==> src/rtl/lcd_st7735_seq.sv <==
// ============================================================================
// Module      : lcd_st7735_seq
// Description : ST7735 power-up/init sequencer with run-time rectangle fill,
//               feeding a byte-level SPI writer through an en_write/wr_done handshake.
// Revision    : 1.0  initial release
// ============================================================================
`default_nettype none

module lcd_st7735_seq #(
  parameter int unsigned T_RST_LOW  = 1_000_000,
  parameter int unsigned T_RST_HIGH = 1_000_000,
  parameter int unsigned T_SLPOUT   = 250_000,
  parameter int unsigned WIDTH      = 162,
  parameter int unsigned HEIGHT     = 132,
  parameter int unsigned X_OFS      = 0,
  parameter int unsigned Y_OFS      = 0,
  parameter logic [7:0]  MADCTL     = 8'h60,
  parameter int unsigned PIX_BITS   = 16,
  parameter logic [15:0] BG_COLOR   = 16'hAF7D
) (
  input  logic        sys_clk,
  input  logic        sys_rst,
  input  logic        wr_done,
  output logic        en_write,
  output logic [8:0]  lcd_data,
  output logic        lcd_rst,
  input  logic        fill_valid,
  output logic        fill_ready,
  input  logic [7:0]  fill_x0,
  input  logic [7:0]  fill_x1,
  input  logic [7:0]  fill_y0,
  input  logic [7:0]  fill_y1,
  input  logic [15:0] fill_color,
  output logic        fill_err,
  output logic        busy,
  output logic        init_done
);

  typedef enum logic [2:0] {
    S_RST_LOW, S_RST_HIGH, S_SLPOUT, S_SLP_WAIT, S_INIT, S_WIN, S_PIX, S_IDLE
  } state_e;

  localparam logic [7:0]  COLMOD   = (PIX_BITS == 18) ? 8'h06 : 8'h05;
  localparam logic [1:0]  LAST_SUB = (PIX_BITS == 18) ? 2'd2 : 2'd1;
  localparam logic [7:0]  XO       = 8'(X_OFS);
  localparam logic [7:0]  YO       = 8'(Y_OFS);
  localparam logic [31:0] INIT_LAST = 32'd76;

  localparam logic [8:0] INIT_TBL [0:76] = '{
    9'h0B1, 9'h101, 9'h12C, 9'h12D,  9'h0B2, 9'h101, 9'h12C, 9'h12D,
    9'h0B3, 9'h101, 9'h12C, 9'h12D, 9'h101, 9'h12C, 9'h12D,  9'h0B4, 9'h107,
    9'h0C0, 9'h1A2, 9'h102, 9'h184,  9'h0C1, 9'h1C5,  9'h0C2, 9'h10A, 9'h100,
    9'h0C3, 9'h18A, 9'h12A,  9'h0C4, 9'h18A, 9'h1EE,  9'h0C5, 9'h10E,
    9'h036, {1'b1, MADCTL},
    9'h0E0, 9'h102, 9'h11C, 9'h107, 9'h112, 9'h137, 9'h132, 9'h129, 9'h12D,
            9'h129, 9'h125, 9'h12B, 9'h139, 9'h100, 9'h101, 9'h103, 9'h110,
    9'h0E1, 9'h103, 9'h11D, 9'h107, 9'h106, 9'h12E, 9'h12C, 9'h129, 9'h12D,
            9'h12E, 9'h12E, 9'h137, 9'h13F, 9'h100, 9'h100, 9'h102, 9'h110,
    9'h0F0, 9'h101,  9'h0F6, 9'h100,  9'h03A, {1'b1, COLMOD},  9'h029
  };

  state_e      state_q, state_d;
  logic [31:0] cnt_q, cnt_d;
  logic [1:0]  sub_q, sub_d;
  logic [15:0] pix_q, pix_d;
  logic        en_q, en_d;
  logic [8:0]  data_q, data_d;
  logic        lcd_rst_q, lcd_rst_d;
  logic        ready_q, ready_d;
  logic        err_q, err_d;
  logic        busy_q, busy_d;
  logic        done_q, done_d;
  logic [7:0]  x0_q, x0_d, x1_q, x1_d, y0_q, y0_d, y1_q, y1_d;
  logic [15:0] color_q, color_d;

  logic [8:0]  tx_byte;
  logic        sending;
  logic        byte_done;
  logic [8:0]  span_x, span_y;
  logic [17:0] area;

  always_comb begin
    span_x = {1'b0, x1_q} - {1'b0, x0_q} + 9'd1;
    span_y = {1'b0, y1_q} - {1'b0, y0_q} + 9'd1;
    area   = {9'd0, span_x} * {9'd0, span_y};
  end

  always_comb begin
    tx_byte = 9'h100;
    case (state_q)
      S_SLPOUT: tx_byte = 9'h011;
      S_INIT:   tx_byte = INIT_TBL[cnt_q[6:0]];
      S_WIN: begin
        case (cnt_q[3:0])
          4'd0:    tx_byte = 9'h02A;
          4'd2:    tx_byte = {1'b1, x0_q + XO};
          4'd4:    tx_byte = {1'b1, x1_q + XO};
          4'd5:    tx_byte = 9'h02B;
          4'd7:    tx_byte = {1'b1, y0_q + YO};
          4'd9:    tx_byte = {1'b1, y1_q + YO};
          4'd10:   tx_byte = 9'h02C;
          default: tx_byte = 9'h100;
        endcase
      end
      S_PIX: begin
        // 18-bit mode expands each RGB565 channel to 6 bits, MSB replicated into the LSB
        if (PIX_BITS == 18) begin
          case (sub_q)
            2'd0:    tx_byte = {1'b1, color_q[15:11], color_q[15], 2'b00};
            2'd1:    tx_byte = {1'b1, color_q[10:5], 2'b00};
            default: tx_byte = {1'b1, color_q[4:0], color_q[4], 2'b00};
          endcase
        end else begin
          tx_byte = (sub_q == 2'd0) ? {1'b1, color_q[15:8]} : {1'b1, color_q[7:0]};
        end
      end
      default: tx_byte = 9'h100;
    endcase
  end

  assign sending   = (state_q == S_SLPOUT) || (state_q == S_INIT) ||
                     (state_q == S_WIN)    || (state_q == S_PIX);
  assign byte_done = en_q && wr_done;

  always_comb begin
    state_d = state_q;
    cnt_d   = cnt_q;
    sub_d   = sub_q;
    pix_d   = pix_q;
    en_d    = en_q;
    data_d  = data_q;
    err_d   = 1'b0;
    done_d  = done_q;
    x0_d    = x0_q;
    x1_d    = x1_q;
    y0_d    = y0_q;
    y1_d    = y1_q;
    color_d = color_q;

    // An idle handshake cycle loads the next byte; wr_done then retires it
    if (sending) begin
      if (!en_q) begin
        en_d   = 1'b1;
        data_d = tx_byte;
      end else if (wr_done) begin
        en_d = 1'b0;
      end
    end

    case (state_q)
      S_RST_LOW: begin
        if (cnt_q == T_RST_LOW - 1) begin
          state_d = S_RST_HIGH;
          cnt_d   = '0;
        end else begin
          cnt_d = cnt_q + 32'd1;
        end
      end
      S_RST_HIGH: begin
        if (cnt_q == T_RST_HIGH - 1) begin
          state_d = S_SLPOUT;
          cnt_d   = '0;
        end else begin
          cnt_d = cnt_q + 32'd1;
        end
      end
      S_SLPOUT: begin
        if (byte_done) begin
          state_d = S_SLP_WAIT;
          cnt_d   = '0;
        end
      end
      S_SLP_WAIT: begin
        if (cnt_q == T_SLPOUT - 1) begin
          state_d = S_INIT;
          cnt_d   = '0;
        end else begin
          cnt_d = cnt_q + 32'd1;
        end
      end
      S_INIT: begin
        if (byte_done) begin
          if (cnt_q == INIT_LAST) begin
            state_d = S_WIN;
            cnt_d   = '0;
            x0_d    = 8'd0;
            x1_d    = 8'(WIDTH - 1);
            y0_d    = 8'd0;
            y1_d    = 8'(HEIGHT - 1);
            color_d = BG_COLOR;
          end else begin
            cnt_d = cnt_q + 32'd1;
          end
        end
      end
      S_WIN: begin
        if (byte_done) begin
          if (cnt_q == 32'd10) begin
            state_d = S_PIX;
            cnt_d   = '0;
            sub_d   = 2'd0;
            pix_d   = area[15:0] - 16'd1;
          end else begin
            cnt_d = cnt_q + 32'd1;
          end
        end
      end
      S_PIX: begin
        if (byte_done) begin
          if (sub_q == LAST_SUB) begin
            sub_d = 2'd0;
            if (pix_q == 16'd0) begin
              state_d = S_IDLE;
              done_d  = 1'b1;
            end else begin
              pix_d = pix_q - 16'd1;
            end
          end else begin
            sub_d = sub_q + 2'd1;
          end
        end
      end
      default: begin
        if (fill_valid && ready_q) begin
          x0_d    = fill_x0;
          x1_d    = fill_x1;
          y0_d    = fill_y0;
          y1_d    = fill_y1;
          color_d = fill_color;
          if ((fill_x1 < fill_x0) || (fill_y1 < fill_y0) ||
              ({1'b0, fill_x1} >= 9'(WIDTH)) || ({1'b0, fill_y1} >= 9'(HEIGHT))) begin
            err_d = 1'b1;
          end else begin
            state_d = S_WIN;
            cnt_d   = '0;
          end
        end
      end
    endcase

    lcd_rst_d = (state_d != S_RST_LOW);
    ready_d   = (state_d == S_IDLE);
    busy_d    = (state_d != S_IDLE);
  end

  always_ff @(posedge sys_clk) begin
    if (sys_rst) begin
      state_q   <= S_RST_LOW;
      cnt_q     <= '0;
      sub_q     <= '0;
      pix_q     <= '0;
      en_q      <= 1'b0;
      data_q    <= 9'h100;
      lcd_rst_q <= 1'b0;
      ready_q   <= 1'b0;
      err_q     <= 1'b0;
      busy_q    <= 1'b1;
      done_q    <= 1'b0;
      x0_q      <= '0;
      x1_q      <= '0;
      y0_q      <= '0;
      y1_q      <= '0;
      color_q   <= '0;
    end else begin
      state_q   <= state_d;
      cnt_q     <= cnt_d;
      sub_q     <= sub_d;
      pix_q     <= pix_d;
      en_q      <= en_d;
      data_q    <= data_d;
      lcd_rst_q <= lcd_rst_d;
      ready_q   <= ready_d;
      err_q     <= err_d;
      busy_q    <= busy_d;
      done_q    <= done_d;
      x0_q      <= x0_d;
      x1_q      <= x1_d;
      y0_q      <= y0_d;
      y1_q      <= y1_d;
      color_q   <= color_d;
    end
  end

  assign en_write   = en_q;
  assign lcd_data   = data_q;
  assign lcd_rst    = lcd_rst_q;
  assign fill_ready = ready_q;
  assign fill_err   = err_q;
  assign busy       = busy_q;
  assign init_done  = done_q;

endmodule

`default_nettype wire

==> config.mk <==
export PLATFORM = sky130hd
export DESIGN_NAME = lcd_st7735_seq
export DESIGN_NICKNAME = d
export VERILOG_FILES = /design/src/rtl/lcd_st7735_seq.sv
export SDC_FILE = /design/constraint.sdc
export NUM_CORES = 1
export LEC_CHECK = 0
export CAP_MARGIN = 15
export CORE_ASPECT_RATIO = 1.75
export CORE_MARGIN = 4
export CORE_UTILIZATION = 50
export CTS_BUF_LIST = sky130_fd_sc_hd__clkbuf_4
export CTS_CLUSTER_DIAMETER = 50
export DETAILED_ROUTE_END_ITERATION = 8
export GPL_ROUTABILITY_DRIVEN = 1
export PLACE_DENSITY = 0.79
export RECOVER_POWER = 25
export SYNTH_ARGS = -nofsm -noshare
export SYNTH_HDL_FRONTEND = slang
export SYNTH_SLANG_ARGS = --single-unit
==> constraint.sdc <==
create_clock -name sys_clk -period 6.15 [get_ports sys_clk]
set_input_delay 0.615 -clock sys_clk [delete_from_list [all_inputs] [get_ports sys_clk]]
set_output_delay 0.615 -clock sys_clk [all_outputs]
set_load 0.01 [all_outputs]
Word-level counts from Yosys, hierarchy flattened
Memory sizes are Yosys's and may differ from the RTL's.
Index checks and enable logic that the tools add are counted.
Word-level totals
  bits in registers: 116
  bits in latches: 0
  memory bits (writable): 0
  memory bits (read-only): 1152
  bits of input ports: 52
  output and inout port bits: 15
  logic and storage cells: 150
  memories: 1
Cells by class
  $add $sub $neg: 8
  multiply operators: 1
  div/mod/pow operators: 0
  magnitude comparators: 5
  equal/unequal tests: 28
  shifts and indexed selects: 0
  mux-type cells: 61
  bitwise gates (word level): 5
  reduce and logical (&&, ||, !) cells: 25
Memories
  (name not given): depth 128, width 9, read ports 1, clocked after Yosys merged registers in 0, wr ports 0, RTL line 92  | S_INIT: tx_byte = INIT_TBL[cnt_q[6:0]];
Operators with widths (count)
  2-to-1 mux 32 bit: 9
  one-hot mux 32 bit (6 select lines): 1
  2-to-1 mux 16 bit: 8
  2-to-1 mux 8 bit: 11
  one-hot mux 16 bit (2 select lines): 2
  one-hot mux 8 bit (2 select lines): 4
  one-hot mux 9 bit (7 select lines): 1
  2-to-1 mux 3 bit: 13
  one-hot mux 9 bit (4 select lines): 1
  adder 32 x 1 -> 32 bit, second input constant: 1
  equality test 32 x 18 -> 1 bit, second input constant: 1
  equality test 32 x 20 -> 1 bit, second input constant: 1
  equality test 32 x 4 -> 1 bit, second input constant: 1
  equality test 32 x 7 -> 1 bit, second input constant: 1
  subtractor 16 x 1 -> 16 bit, second input constant: 2
  >= comparator 8 bit, second input constant: 3
  one-hot mux 3 bit (7 select lines): 1
  adder 9 x 1 -> 9 bit, second input constant: 2
  2-to-1 mux 9 bit: 2
  subtractor 8 x 8 -> 9 bit: 2
  zero test 16 bit: 1
  < comparator 8 bit: 2
  multiplier 9 x 9 -> 16 bit: 1
  equality test 3 bit, second input constant: 4
  other kinds (30): 58

Logic depth before layout (Yosys ltp)
Gate-level depths: netlist of the first run.
  depth in word-level cells: 8
  gate-level depth with buffers: 27
  gate-level depth less buffers: 27

Worst setup path before layout of the first run
Ideal clock, no wire load.
  path type: reg-to-reg
  start: register x1_q[1]
  end: register pix_q[15]
  setup time: 115 ps
  arrival time: 6430 ps
  path slack: -394 ps
  stages on the path, launching flop included: 27
  buffers on the path: 0
  cell sequence: dfxtp_1 inv_1 ha_1 inv_1 ha_1 fa_1 a21oi_1 inv_1 a21oi_1 xnor2_1 nand2_1 fa_1 inv_1 fa_1 fa_1 fa_1 inv_1 fa_1 inv_1 ha_1 a2111oi_0 o31ai_1 o41a_1 a21o_1 a21oi_1 xnor2_1 o21a_1
Between the ends
  longest elaborated chain between the ends: 7
Ends and longest elaborated chain
  start: declaration: RTL line 73  | logic [7:0] x0_q, x0_d, x1_q, x1_d, y0_q, y0_d, y1_q, y1_d;
  start signal: assignment: RTL line 260  | x1_q <= '0;
  start signal: assignment: RTL line 277  | x1_q <= x1_d;
  subtractor 8 x 8 -> 9 bit: RTL line 83  | span_x = {1'b0, x1_q} - {1'b0, x0_q} + 9'd1;
  adder 9 x 1 -> 9 bit: RTL line 83
  multiplier 9 x 9 -> 16 bit: RTL line 85  | area = {9'd0, span_x} * {9'd0, span_y};
  subtractor 16 x 1 -> 16 bit: RTL line 202  | pix_d = area[15:0] - 16'd1;
  2-to-1 mux 16 bit: RTL line 198  | if (cnt_q == 32'd10) begin
  2-to-1 mux 16 bit: RTL line 197  | if (byte_done) begin
  one-hot mux 16 bit (2 select lines): RTL line 150  | case (state_q)
  end signal: assignment: RTL line 268  | pix_q <= pix_d;
  end: declaration: RTL line 65  | logic [15:0] pix_q, pix_d;
No other way between the ends. The select of a mux whose other input is x is not followed.
A chain may end at the register's enable or synchronous reset.

Final worst setup path of the first run
  start: register x1_q[1]
  end: register pix_q[13]
Same word-level chain as after synthesis.

==> results.cfg, run 1 <==
[status]
status = finished with violations
violations = capacitance limit, setup timing

[place]
gp_congestion = 0.962
placed_area_mm2 = 0.0121
dp_slack_ns = -0.357
place_inst = 1699
numPortBuffers = 66
dp.final_hpwl_um = 24700

[clock_tree]
tritoncts = done
cts_sinks = 116
insertion_delay_ns = 0.59
cts_buffers = 17
cts_buffer_depth = 2
cts_root_buffer = clkbuf_4
path_clk_slew_ns = 0.13
htree_levels = 4

[grt]
grt_pass1_wl_um = 53300
grt_max_degree = 93
grt.overflow.total = 0
antenna_found_initial = 1
grt_pass1_vias = 10500
grt.total_usage = 0.274

[routing]
wl_met3_um = 1830
top_layer = met4
wl_met1_um = 12200
drt_iter0_markers = 814
drc = 0
wl_per_cell_um = 19.3
final_antenna_net_count = 0
vias = 11100
met2WireLength_um = 17600
via_per_inst = 6.34
dr.pass1.iters = 6
wirelength_um = 33700

[power]
p_leak_nw = 5.10
power_density_mw_per_mm2 = 118
peakVddDrop_uv = 141

[critical_path]
reg2reg_depth = 26
end_kind = flip-flop
reg2reg_from = x1_q[1]
reg2reg_to = pix_q[13]
worstSetupPathType = reg -> reg
crit_path_start_kind = flip-flop
rrSetupSlack_ns = -0.12
worstPathArrival_ns = 6.73
crit_fanout = 4
required_ns = 6.61

[synth]
synth.area.top_cells = dfxtp_1, ha_1, fa_1, nor2_1, nand2_1
async_flop_share = 0
ys_types = 70
synthCells = 1381
synth.avg_cell_area_um2 = 7.69
synthDominantCellAreaShare = 0.219
ys_seq_elements = 116
synth_top_area_cell = dfxtp_1
synth_edf_count = 0
syn_nets = 1585
synth_flop_cell = dfxtp_1
syn_area_mm2 = 0.0106
ys_seq_area_frac = 0.219
yosys_warnings = 0

[job]
max-cap-violations = 1

[hold_path]
holdPathStages = 2
min_path_type = reg -> reg
whs_endpoint = init_done
hp-start = init_done

[floorplan]
initial_core_util = 0.508
die_x_um = 118
core_mm2 = 0.0209
io-pin-count = 67
dieArea_mm2 = 0.0237
num_rows = 70
die_h_um = 201

[sta]
finalSetupViolations = 3
finalHoldViolations = 0
rsz0062_at_grt = yes
fin_crit_ns = 6.27
skew_ns = 0.0213
fin_crit_sh = 1.02
slew_headroom = 0.00736
setup_ws_ns = -0.120
fmax_ghz = 0.159
report.final.slew_viol_count = 0
worstMarginPinSlew_ns = 1.49

[finish]
fin_cells = 1746
postLayoutCellArea_mm2 = 0.0127
final_nets = 1684
fin_util = 0.609
drive_gt1_frac = 0.144
syn_to_final_growth_pct = 20.0
final cells by class:
type / count / area [um^2]
fillers: 1828 / 8180
multi-input cells: 1055 / 7970
flip-flops and latches: 116 / 2330
repair buffers: 168 / 1420
inverters: 122 / 458
well taps: 252 / 315
clock buffers: 19 / 143
clock inverters: 13 / 110
diodes: 1 / 2.50
worst max path at each step:
stage / start / to / slack (ns) / cells after the start
after floorplan: x1_q[1] / pix_q[15] / 0.002 / 27
after global placement: y1_q[1] / pix_q[15] / -0.21 / 27
after detailed placement: y1_q[1] / pix_q[13] / -0.36 / 26
after CTS: x1_q[1] / pix_q[15] / -0.08 / 27
after global routing: x1_q[1] / pix_q[15] / -0.34 / 26
final: x1_q[1] / pix_q[13] / -0.12 / 26
synthesized netlist by cell type, types with 10 or more instances:
| library cell | n |
|---|---|
| dfxtp_1 | 116 |
| fa_1 | 55 |
| a21oi_1 | 91 |
| o21ai_0 | 88 |
| a211oi_1 | 15 |
| o211ai_1 | 18 |
| and3_1 | 10 |
| nand2_1 | 123 |
| a22oi_1 | 39 |
| ha_1 | 97 |
| nor2_1 | 140 |
| nor3_1 | 60 |
| xor2_1 | 11 |
| or3_1 | 15 |
| a31oi_1 | 15 |
| xnor2_1 | 22 |
| o21a_1 | 11 |
| nand3_1 | 33 |
| or4_1 | 13 |
| mux2i_1 | 14 |
| o31ai_1 | 10 |
| nor4_1 | 12 |
| and2_1 | 21 |
| inv_1 | 122 |
| clkbuf_1 | 73 |
| nand2b_1 | 12 |
| nand4_1 | 15 |
registers in the layout, indices dropped and copies added, names as in the netlist:
register / cells
x0_q: 8
lcd_rst: 1
busy: 1
fill_err: 1
sub_q: 2
en_write: 1
x1_q: 8
y1_q: 8
y0_q: 8
lcd_data: 9
color_q: 16
state_q: 3
pix_q: 16
cnt_q: 32
fill_ready: 1
init_done: 1
per-stage QoR:
stage | hold WS (ns) | total power (W) | setup TNS [ns]
final | 0.480 | 0.00150 | -0.251
after global routing | 0.498 | 0.00154 | -1.46
after CTS | 0.489 | 0.00150 | -0.125
after detailed placement | 0.464 | 0.000964 | -1.48
after global placement | 0.461 | 0.000963 | -0.754
after floorplan | 0.446 | 0.000884 | 0
cell families (layout without fill, tap and decap cells):
family	after synthesis	after routing	share of synthesized area
muxes	14	14	0.0132
DFF	116	116	0.219
other	0	1	0
adders and majority gates	152	152	0.218
AOI/OAI and AO/OA	367	367	0.223
and+or+nand+nor	488	488	0.222
xor gates and xnor gates	34	34	0.0293
buffers and inverters	210	322	0.0767
critical path: stages, from the launching register on:
cell and delay (ns):
dfxtp_2 0.35, inv_2 0.04, ha_4 0.25, inv_2 0.04, ha_4 0.16, fa_2 0.40
a21oi_2 0.17, inv_2 0.06, a21oi_4 0.16, xnor2_2 0.16, nand2_1 0.10, fa_1 0.49
inv_1 0.05, fa_1 0.50, fa_1 0.46, fa_1 0.52, inv_2 0.05, fa_1 0.54
inv_2 0.04, ha_4 0.17, or3_4 0.40, o21ai_4 0.08, o31ai_4 0.07, o41a_1 0.35
xor2_1 0.16, a221oi_1 0.30, nor2_1 0.07
metal layers:
| layer | global-route usage | up-vias |
|---|---|---|
| met1 | 0.305 | 5291 |
| met4 | 0.148 | 0 |
| met2 | 0.501 | 502 |
| li1 | - | 5113 |
| met3 | 0.0335 | 156 |
| met5 | 0 | - |
repair_timing:
action,in CTS,in global routing
endpoints found under the hold margin,0,0
endpoints found under the setup margin,5,8
pin swaps,23,28
hold buffers,0,0
setup buffers,7,6
resized for setup,24,39
power breakdown:
group,switching (W),internal [W],leakage [nW],total [W]
sequential,0.00000685,0.000753,0.936,0.000760
combinational,0.000115,0.0000789,4.03,0.000194
clock,0.000338,0.000207,0.134,0.000545
total,0.000460,0.00104,5.10,0.00150
placed cells by master (no fill, tap or decap), types with 11 or more instances in the layout:
cell	synthesis	final
nand3_1	33	32
o21ai_0	88	80
a21oi_2	1	12
ha_4	0	16
nand4_1	15	15
clkdlybuf4s50_1	0	49
ha_1	97	80
or4_1	13	13
a211oi_1	15	15
and2_1	21	20
dlygate4sd3_1	0	16
buf_4	0	99
or3_1	15	14
a21oi_1	91	78
nor4_1	12	12
a22oi_1	39	39
o21a_1	11	11
dfxtp_1	116	113
clkbuf_4	0	19
fa_1	55	53
mux2i_1	14	14
nor3_1	60	58
a31oi_1	15	15
inv_1	122	110
nand2_1	123	122
nand2b_1	12	12
xnor2_1	22	15
inv_2	0	12
o211ai_1	18	18
nor2_1	140	139
Power figures use the tool's default switching activity.
==> run 2, diff against run 1 <==
--- a/config.mk
+++ b/config.mk
@@ -6,7 +6,7 @@
 export NUM_CORES = 1
 export LEC_CHECK = 0
 export CAP_MARGIN = 15
-export CORE_ASPECT_RATIO = 1.75
+export CORE_ASPECT_RATIO = 1.1
 export CORE_MARGIN = 4
 export CORE_UTILIZATION = 50
 export CTS_BUF_LIST = sky130_fd_sc_hd__clkbuf_4
==> run 2 against run 1 <==
  * The flow finishes with violations (capacitance limit, slew limit, setup timing)
  * Final cell count increased by 2.6%
  * Wire length shrank 4.0%
  * First-iteration DRC count up 35%
  * Worst setup slack improved by 0.0067 ns
  * Cell area is 1.1% higher
  * Sequential share of layout area decreased by 0.21 points
  * Flip-flop and latch count stayed put
  * Total power is 2.8% higher
  * Largest cell class unchanged
==> results.cfg, run 2 (synthesis gave the netlist of run 1 again) <==
[critical_path]
cpMostUsedCell = fa_1
cp_num_buf_inv = 6
crit_fanout = 5
cp_slowest_stage_delay_ns = 0.52
worstSetupPathType = reg -> reg
end_kind = flip-flop
crit_path_start_kind = flip-flop
required_ns = 6.63
worstPathArrival_ns = 6.74
path_delay_family = adder cells
crit_path_top_delay_cell = fa_1

[routing]
wl_met3_um = 2640
vias = 10900
via_per_inst = 6.11
final_antenna_net_count = 0
drt_iter0_markers = 1099
wirelength_um = 32300
met2WireLength_um = 15900
dr.pass1.iters = 6
top_layer = met4
wl_per_cell_um = 18.0
wl_met1_um = 12800
drc = 0

[grt]
grt.overflow.total = 0
grt_pass1_wl_um = 52000
grt_pass1_vias = 10400
grt_max_degree = 93
antenna_found_initial = 2
grt.total_usage = 0.267

[finish]
fin_cells = 1792
drive_gt1_frac = 0.151
final_cell_mix = nor2_1, nand2_1, dfxtp_1
reg.largest.list = cnt_q: 32 flops, color_q: 16 flops, pix_q: 16 flops
final_common_cell = nor2_1
n_fill_cell = 1731
syn_to_final_growth_pct = 21.4
final_nets = 1697
fin_util = 0.623
largest_register_ffs = 32
regMostFlops = cnt_q

[clock_tree]
cts_sinks = 116
cts_buffers = 17
cts_buffer_depth = 2
cts_root_buffer = clkbuf_4
insertion_delay_ns = 0.59
ctsHoldBuffers = 0
path_clk_slew_ns = 0.15
tritoncts = done
htree_levels = 4

[power]
peakVddDrop_uv = 96.5
p_leak_nw = 5.17
power_density_mw_per_mm2 = 119

[sta]
finalSetupViolations = 5
report.final.slew_viol_count = 32
worstMarginPinSlew_ns = 1.51
skew_ns = 0.0275
fin_crit_sh = 1.02
slew_headroom = -0.00810
rsz0062_at_grt = yes
fmax_ghz = 0.160
setup_ws_ns = -0.114
fin_crit_ns = 6.26
finalHoldViolations = 0

[status]
status = finished with violations
violations = capacitance limit, slew limit, setup timing

[floorplan]
dieArea_mm2 = 0.0237
initial_core_util = 0.513
die_x_um = 147
die_h_um = 161
io-pin-count = 67
num_rows = 55
core_mm2 = 0.0207

[place]
gp_congestion = 0.967
place_inst = 1736
dp.final_hpwl_um = 23300
numPortBuffers = 66

[hold_path]
min_path_type = in -> reg

[job]
max-cap-violations = 1
-- run 2: tightest hold or removal path, stage by stage --
cell and delay (ns):
buf_2 0.09, inv_1 0.18, o21ai_0 0.14
-- run 2: repair_timing --
item / in CTS / in global routing
hold endpoints to repair: 0 / 0
endpoints found under the setup margin: 5 / 7
resized for setup: 24 / 31
pin swaps: 24 / 29
buffers inserted: 12 / 10
-- run 2: stage by stage --
stage	setup WS [ns]	TNS, ns	total power (W)	cell area, um^2	hold slack [ns]
4_1_cts	-0.0620	-0.0729	0.00154	12600	0.464
2_1_floorplan	0.00194	0	0.000884	10800	0.446
6_report	-0.114	-0.242	0.00154	12900	0.471
3_5_place_dp	-0.308	-1.19	0.000961	12200	0.464
3_3_place_gp	-0.195	-0.568	0.000959	12200	0.457
5_1_grt	-0.376	-1.64	0.00159	12900	0.479
-- run 2: final cells by class --
type	instances	area, um^2	share of cell area
inverter	122	458	0.0355
multi-input combinational	1055	7950	0.616
timing repair buffer	181	1530	0.118
clock inverter	15	154	0.0119
tap	285	357	0.0277
antenna	1	2.50	0.000194
sequential	116	2330	0.180
clock buffer	17	128	0.00990
-- run 2: worst paths after layout --
path,slack [ns],end,cells after the start,startpoint
worst min-delay path,0.47,lcd_data[8],3,sys_rst
worst min register to register,0.48,pix_q[8],2,pix_q[8]
worst max register to register,-0.11,pix_q[15],27,x1_q[1]
worst max-delay path,-0.11,pix_q[15],27,x1_q[1]
-- run 2: report_power, final --
group          switching, W  internal, W
Sequential       0.00000706     0.000753
Clock              0.000401     0.000187
Combinational      0.000112    0.0000798
-- run 2: metal layers --
layer  GRT usage  vias to the layer above
met3      0.0516                       99
met1       0.337                     5202
met4      0.0852                        0
met2       0.461                      503
met5           0                        -
li1            -                     5144
==> run 3, diff against run 2 <==
--- a/config.mk
+++ b/config.mk
@@ -5,6 +5,7 @@
 export SDC_FILE = /design/constraint.sdc
 export NUM_CORES = 1
 export LEC_CHECK = 0
+export ABC_CLOCK_PERIOD_IN_PS = 6150
 export CAP_MARGIN = 15
 export CORE_ASPECT_RATIO = 1.1
 export CORE_MARGIN = 4
==> results of run 3 <==
No change in the layout: final DEF, timing and power equal those of run 2.
